===== src/rtl/fclass_pkg.sv =====
// Shared constants and types for the FCLASS.S class-occurrence statistics block.
package fclass_pkg;

    localparam int NUM_CLASS = 10;
    localparam int NUM_ENTRY = 11;
    localparam int IDX_W     = 4;

    // Entry indices follow the RISC-V FCLASS.S bit positions; the extra entry counts malformed masks.
    localparam logic [IDX_W-1:0] CLS_NEG_INF  = 4'd0;
    localparam logic [IDX_W-1:0] CLS_NEG_NORM = 4'd1;
    localparam logic [IDX_W-1:0] CLS_NEG_SUB  = 4'd2;
    localparam logic [IDX_W-1:0] CLS_NEG_ZERO = 4'd3;
    localparam logic [IDX_W-1:0] CLS_POS_ZERO = 4'd4;
    localparam logic [IDX_W-1:0] CLS_POS_SUB  = 4'd5;
    localparam logic [IDX_W-1:0] CLS_POS_NORM = 4'd6;
    localparam logic [IDX_W-1:0] CLS_POS_INF  = 4'd7;
    localparam logic [IDX_W-1:0] CLS_SNAN     = 4'd8;
    localparam logic [IDX_W-1:0] CLS_QNAN     = 4'd9;
    localparam logic [IDX_W-1:0] CLS_ERR      = 4'd10;

    typedef enum logic {
        RUN,
        CLEAR
    } state_e;

endpackage


===== src/rtl/fclass_onehot_enc.sv =====
// Combinational encoder: turns an FCLASS mask into a bit index plus an exactly-one-hot flag.
module fclass_onehot_enc
    import fclass_pkg::*;
(
    input  logic [NUM_CLASS-1:0] mask_i,
    output logic [IDX_W-1:0]     idx_o,
    output logic                 onehot_o
);

    // The index is only meaningful when the mask is one-hot; the caller redirects otherwise.
    always_comb begin
        idx_o = '0;
        for (int i = 0; i < NUM_CLASS; i++) begin
            if (mask_i[i]) begin
                idx_o = IDX_W'(i);
            end
        end
    end

    assign onehot_o = $onehot(mask_i);

endmodule


===== src/rtl/fclass_stats.sv =====
// Per-class saturating occurrence counters for FCLASS.S results, with a registered read port.
// Optional sticky saturation flag sat_irq is built when FCLASS_STATS_SAT_IRQ_EN is defined.
module fclass_stats
    import fclass_pkg::*;
#(
    parameter int CNT_W = 16
) (
    input  logic                 clk,
    input  logic                 rst,
    input  logic                 in_valid,
    output logic                 in_ready,
    input  logic [NUM_CLASS-1:0] class_mask,
    input  logic                 clr,
    output logic                 busy,
    input  logic                 rd_req,
    input  logic [IDX_W-1:0]     rd_sel,
    output logic                 rd_valid,
    output logic [CNT_W-1:0]     rd_data
`ifdef FCLASS_STATS_SAT_IRQ_EN
    ,
    output logic                 sat_irq
`endif
);

    state_e             state_q, state_d;
    logic [IDX_W-1:0]   idx_q, idx_d;
    logic [CNT_W-1:0]   cnt_q [NUM_ENTRY];

    logic [IDX_W-1:0]   encIdx;
    logic               encOneHot;
    logic               accept;
    logic [IDX_W-1:0]   incIdx;
    logic [CNT_W-1:0]   curVal;
    logic [CNT_W-1:0]   incVal;

    logic               wrEn;
    logic [IDX_W-1:0]   wrIdx;
    logic [CNT_W-1:0]   wrData;

    logic               rdValid_q;
    logic [CNT_W-1:0]   rdData_q;

    fclass_onehot_enc u_enc (
        .mask_i   (class_mask),
        .idx_o    (encIdx),
        .onehot_o (encOneHot)
    );

    // A beat arriving together with clr is dropped so the sweep starts from a clean array.
    assign accept = (state_q == RUN) && in_valid && !clr;
    assign incIdx = encOneHot ? encIdx : CLS_ERR;
    assign curVal = cnt_q[incIdx];
    assign incVal = (&curVal) ? curVal : curVal + CNT_W'(1);

    always_ff @(posedge clk) begin
        if (rst) begin
            state_q <= CLEAR;
            idx_q   <= '0;
        end else begin
            state_q <= state_d;
            idx_q   <= idx_d;
        end
    end

    always_comb begin
        state_d = state_q;
        idx_d   = idx_q;
        case (state_q)
            RUN: begin
                if (clr) begin
                    state_d = CLEAR;
                    idx_d   = '0;
                end
            end
            CLEAR: begin
                if (idx_q == CLS_ERR) begin
                    state_d = RUN;
                    idx_d   = '0;
                end else begin
                    idx_d = idx_q + IDX_W'(1);
                end
            end
            default: begin
                state_d = CLEAR;
                idx_d   = '0;
            end
        endcase
    end

    always_comb begin
        in_ready = (state_q == RUN);
        busy     = (state_q == CLEAR);
    end

    // Single write port keeps the array mappable onto a simple RAM.
    always_comb begin
        wrEn   = 1'b0;
        wrIdx  = idx_q;
        wrData = '0;
        if (state_q == CLEAR) begin
            wrEn = 1'b1;
        end else if (accept) begin
            wrEn   = 1'b1;
            wrIdx  = incIdx;
            wrData = incVal;
        end
    end

    always_ff @(posedge clk) begin
        if (wrEn && !rst) begin
            cnt_q[wrIdx] <= wrData;
        end
    end

    always_ff @(posedge clk) begin
        if (rst) begin
            rdValid_q <= 1'b0;
            rdData_q  <= '0;
        end else begin
            rdValid_q <= rd_req;
            if (rd_req) begin
                rdData_q <= (rd_sel < IDX_W'(NUM_ENTRY)) ? cnt_q[rd_sel] : '0;
            end
        end
    end

    assign rd_valid = rdValid_q;
    assign rd_data  = rdData_q;

`ifdef FCLASS_STATS_SAT_IRQ_EN
    logic satIrq_q;

    always_ff @(posedge clk) begin
        if (rst) begin
            satIrq_q <= 1'b0;
        end else if ((state_q == RUN) && clr) begin
            satIrq_q <= 1'b0;
        end else if (accept && (&incVal)) begin
            satIrq_q <= 1'b1;
        end
    end

    assign sat_irq = satIrq_q;
`endif

endmodule

===== config.mk =====
export PLATFORM = sky130hd
export DESIGN_NAME = fclass_stats
export DESIGN_NICKNAME = d
export VERILOG_FILES = /design/src/rtl/fclass_pkg.sv /design/src/rtl/fclass_onehot_enc.sv /design/src/rtl/fclass_stats.sv
export SDC_FILE = /design/constraint.sdc
export NUM_CORES = 1
export LEC_CHECK = 0
export ABC_CLOCK_PERIOD_IN_PS = 12100
export CORE_UTILIZATION = 57
export CTS_BUF_LIST = sky130_fd_sc_hd__clkbuf_16
export CTS_CLUSTER_DIAMETER = 60
export CTS_CLUSTER_SIZE = 16
export DETAILED_ROUTE_END_ITERATION = 7
export GPL_TIMING_DRIVEN = 0
export PLACE_DENSITY = 0.75
export SLEW_MARGIN = 25
export SYNTH_ARGS = -nofsm -noshare
export SYNTH_HDL_FRONTEND = slang
export SYNTH_SLANG_ARGS = --single-unit

===== constraint.sdc =====
create_clock -name clk -period 12.1 [get_ports clk]
set_input_delay 3.63 -clock clk [delete_from_list [all_inputs] [get_ports clk]]
set_output_delay 3.63 -clock clk [all_outputs]
set_load 0.005 [all_outputs]

==> results.py <==
metrics = {
    "global_route": {
        "grt-busiest-layer": "met2",
        "grt_max_degree": 18,
        "antenna_found_initial": 0,
        "globalRouteMet1Util_pct": 44.72,
        "gr-usage-met2_pct": 54.34,
        "gr-total-overflow": 0,
        "grt_pass1_wl_um": 46170,
        "use_met3_pct": 10.44,
        "track_usage_pct": 35.20,
        "grt_pass1_vias": 7765,
    },
    "pwr": {
        "switchingPower_w": 0.0005861,
        "p_leak_nw": 3.895,
        "p_sw_share_pct": 32.55,
        "seq_power_share_pct": 42.1,
        "combPwrFrac_pct": 28.0,
        "power_density_nw_per_um2": 154.4,
        "p_int_w": 0.001214,
        "clkPwrFrac_pct": 29.9,
        "power.ir.vdd_worst_mv": 0.1191,
    },
    "timing": {
        "fin_crit_ns": 10.67,
        "maxSlewHeadroom_pct": 28.73,
        "period_share_pct": 88.21,
        "fmax_mhz": 93.69,
        "final_hold_viol_count": 0,
        "maxSlewViolCount": 0,
        "setup_viol": 0,
        "tns_ns": 0,
        "whs_ns": 0.4694,
        "grt_setup_unrepaired": "no",
        "skew_ns": 0.01185,
        "worstMarginPinSlew_ns": 1.069,
    },
    "clock_network": {
        "clk_latency_ns": 0.45,
        "cts_buffers": 17,
        "clk_path_buf_depth": 2,
        "cts_tree": "done",
        "ctsResizeCount": 0,
        "htreeDepth": 4,
        "hold_buffers": 0,
        "cts_setup_buffers": 0,
        "cts.sinks": 198,
        "cts_root_buf": "clkbuf_16",
        "path_clk_slew_ns": 0.07,
    },
    "yosys": {
        "synthTopCellsByArea": "edfxtp_1 (51%), mux4_2 (7.0%), dfxtp_1 (4.3%), o211ai_1 (3.3%), mux2i_1 (3.2%)",
        "synth_cell_types": 76,
        "yosysSeqAreaShare_pct": 55.39,
        "ys.flop_type": "edfxtp_1",
        "syn_avg_cell_area_um2": 12.91,
        "synth_area_um2": 10340,
        "synth_top_area_cell": "edfxtp_1",
        "syn_nets": 839,
        "yosys_warnings": 0,
        "syn_inst": 801,
        "ys_ff_latch": 198,
        "yosysTopAreaCellShare_pct": 51.13,
        "async_flop_share_pct": 0,
        "synth-edff-count": 176,
    },
    "cells_and_area": {
        "final_nets": 893,
        "stdcell_count": 1093,
        "area_growth_pct": 12.82,
        "drive_gt1_share_pct": 16.47,
        "mostFrequentLayoutCells": "edfxtp_1 (176), nand2_1 (47), o211ai_1 (46)",
        "diodes": 0,
        "final_common_cell": "edfxtp_1",
    },
    "placement": {
        "dp.cells": 1061,
        "dpl.hpwl_um": 20990,
        "port_buffers": 34,
        "routabilityCongestion": 0.9809,
    },
    "worst_setup_path": {
        "cpPeakStageDelay_ns": 0.68,
        "crit_type": "in2reg",
        "arrival_ns": 10.80,
        "path_max_fanout": 11,
        "path_cells": "clkdlybuf4s50_1, inv_1, ha_1, inv_1, fa_1, fa_1, inv_1, fa_1, inv_1, fa_1, a211o_1, a211o_1, a21oi_4, buf_2, buf_6, mux2_1, a221oi_1, o311ai_1, and4_1, and4_4, buf_6, or4_1, a21oi_1",
        "end_kind": "flop",
        "slowest_stage": "a21oi_1",
        "crit_required_ns": 12.23,
        "crit_path_start_kind": "input pin",
    },
    "run": {
        "maxCapViolations": 0,
    },
    "worst_hold_path": {
        "hold_class": "reg2reg",
    },
    "die": {
        "die_w_um": 136.7,
        "die_area_um2": 18680,
        "die_h_um": 136.7,
        "ios": 38,
        "row_count": 48,
        "core_area_um2": 17480,
        "initial_core_util_pct": 59.15,
    },
    "drt": {
        "ant_nets": 0,
        "drc": 0,
        "wl_um": 31390,
        "num_vias": 8008,
        "detail_route.wl_per_cell_um": 28.72,
        "viasPerCell": 7.327,
        "first_pass_iters": 5,
        "drt_iter0_drc": 1254,
    },
    "status": {
        "status": "finished, final reports clean",
    },
}
[worst max-delay path: cells and delay by family]
family                     cells  cell delay [ns]
and+or+nand+nor                3             0.95
adders and majority gates      5             1.94
muxes                          1             0.35
AOI/OAI and AO/OA              6             2.27
buffers and inverters          8             1.64
[state kept, by name, indices dropped and copies added, names as in the netlist]
| register | count |
|---|---|
| cnt_q | 176 |
| rd_data | 16 |
| idx_q | 4 |
| busy | 1 |
| rd_valid | 1 |
[layout make-up]
type | instances | area (µm²)
clock inverters | 13 | 78.83
clock buffers | 19 | 475.5
well taps | 225 | 281.5
plain buffers | 59 | 292.8
multi-input cells | 519 | 4359
repair buffers | 35 | 355.3
fillers | 1231 | 5814
flip-flops and latches | 198 | 5725
inverters | 25 | 93.84
[power groups by stage]
stage / combinational, W / clock, W / sequential [W]
after floorplan: 0.000328 / 0 / 0.000770
after global placement: 0.000469 / 0 / 0.000772
after detailed placement: 0.000482 / 0 / 0.000772
after CTS: 0.000486 / 0.000535 / 0.000757
after global routing: 0.000529 / 0.000560 / 0.000759
final: 0.000504 / 0.000539 / 0.000758
[metal layers]
metal  up-vias  share of wire [%]
met3       137                 13
met2       667                 45
met4         0                5.4
li1       3328                  -
met1      3876                 36
met5         -                  0
[logic make-up after synthesis]
logic type,after synthesis,synth area share [%]
DFF,198,55.39
buffers and inverters,84,3.704
and+or+nand+nor,192,9.550
muxes,85,12.35
adders and majority gates,19,2.736
xor gates and xnor gates,2,0.1695
AOI/OAI and AO/OA,221,16.11
[Yosys cell counts (9+ instances only)]
| cell | n |
|---|---|
| inv_1 | 24 |
| nor2_1 | 42 |
| a221oi_1 | 22 |
| a211oi_1 | 12 |
| buf_2 | 9 |
| nand2b_1 | 17 |
| o21ai_0 | 15 |
| ha_1 | 13 |
| mux4_2 | 32 |
| edfxtp_1 | 176 |
| o211ai_1 | 46 |
| mux2_2 | 19 |
| mux2i_1 | 33 |
| a21oi_1 | 37 |
| nand3_1 | 19 |
| a311oi_1 | 12 |
| clkbuf_1 | 32 |
| nand2_1 | 47 |
| nor3_1 | 20 |
| dfxtp_1 | 22 |
[path summary, 6_finish.rpt]
kind                                              start                      end  slack [ns]  cells past startpoint
worst max-delay path                      class_mask[9]    cnt_q[2][5]$_DFFE_PP_        1.43                     23
worst max register to register    cnt_q[4][3]$_DFFE_PP_    cnt_q[2][5]$_DFFE_PP_        8.43                      8
worst min-delay path            rd_data[9]$_SDFFE_PP0P_  rd_data[9]$_SDFFE_PP0P_        0.47                      2
worst min register to register  rd_data[9]$_SDFFE_PP0P_  rd_data[9]$_SDFFE_PP0P_        0.47                      2
[stage by stage]
stage / instance area (µm²) / total power, W / util [%] / setup slack (ns)
after floorplan: 10340 / 0.001098 / - / 2.737
after global placement: 10960 / 0.001240 / 62.71 / 0.8471
after detailed placement: 11070 / 0.001255 / 63.35 / 0.7986
after CTS: 11630 / 0.001778 / 66.52 / 1.265
after global routing: 11660 / 0.001848 / 66.73 / 1.088
final: 11660 / 0.001800 / 66.73 / 1.426
Note: power is estimated with default switching activity, not from simulation.
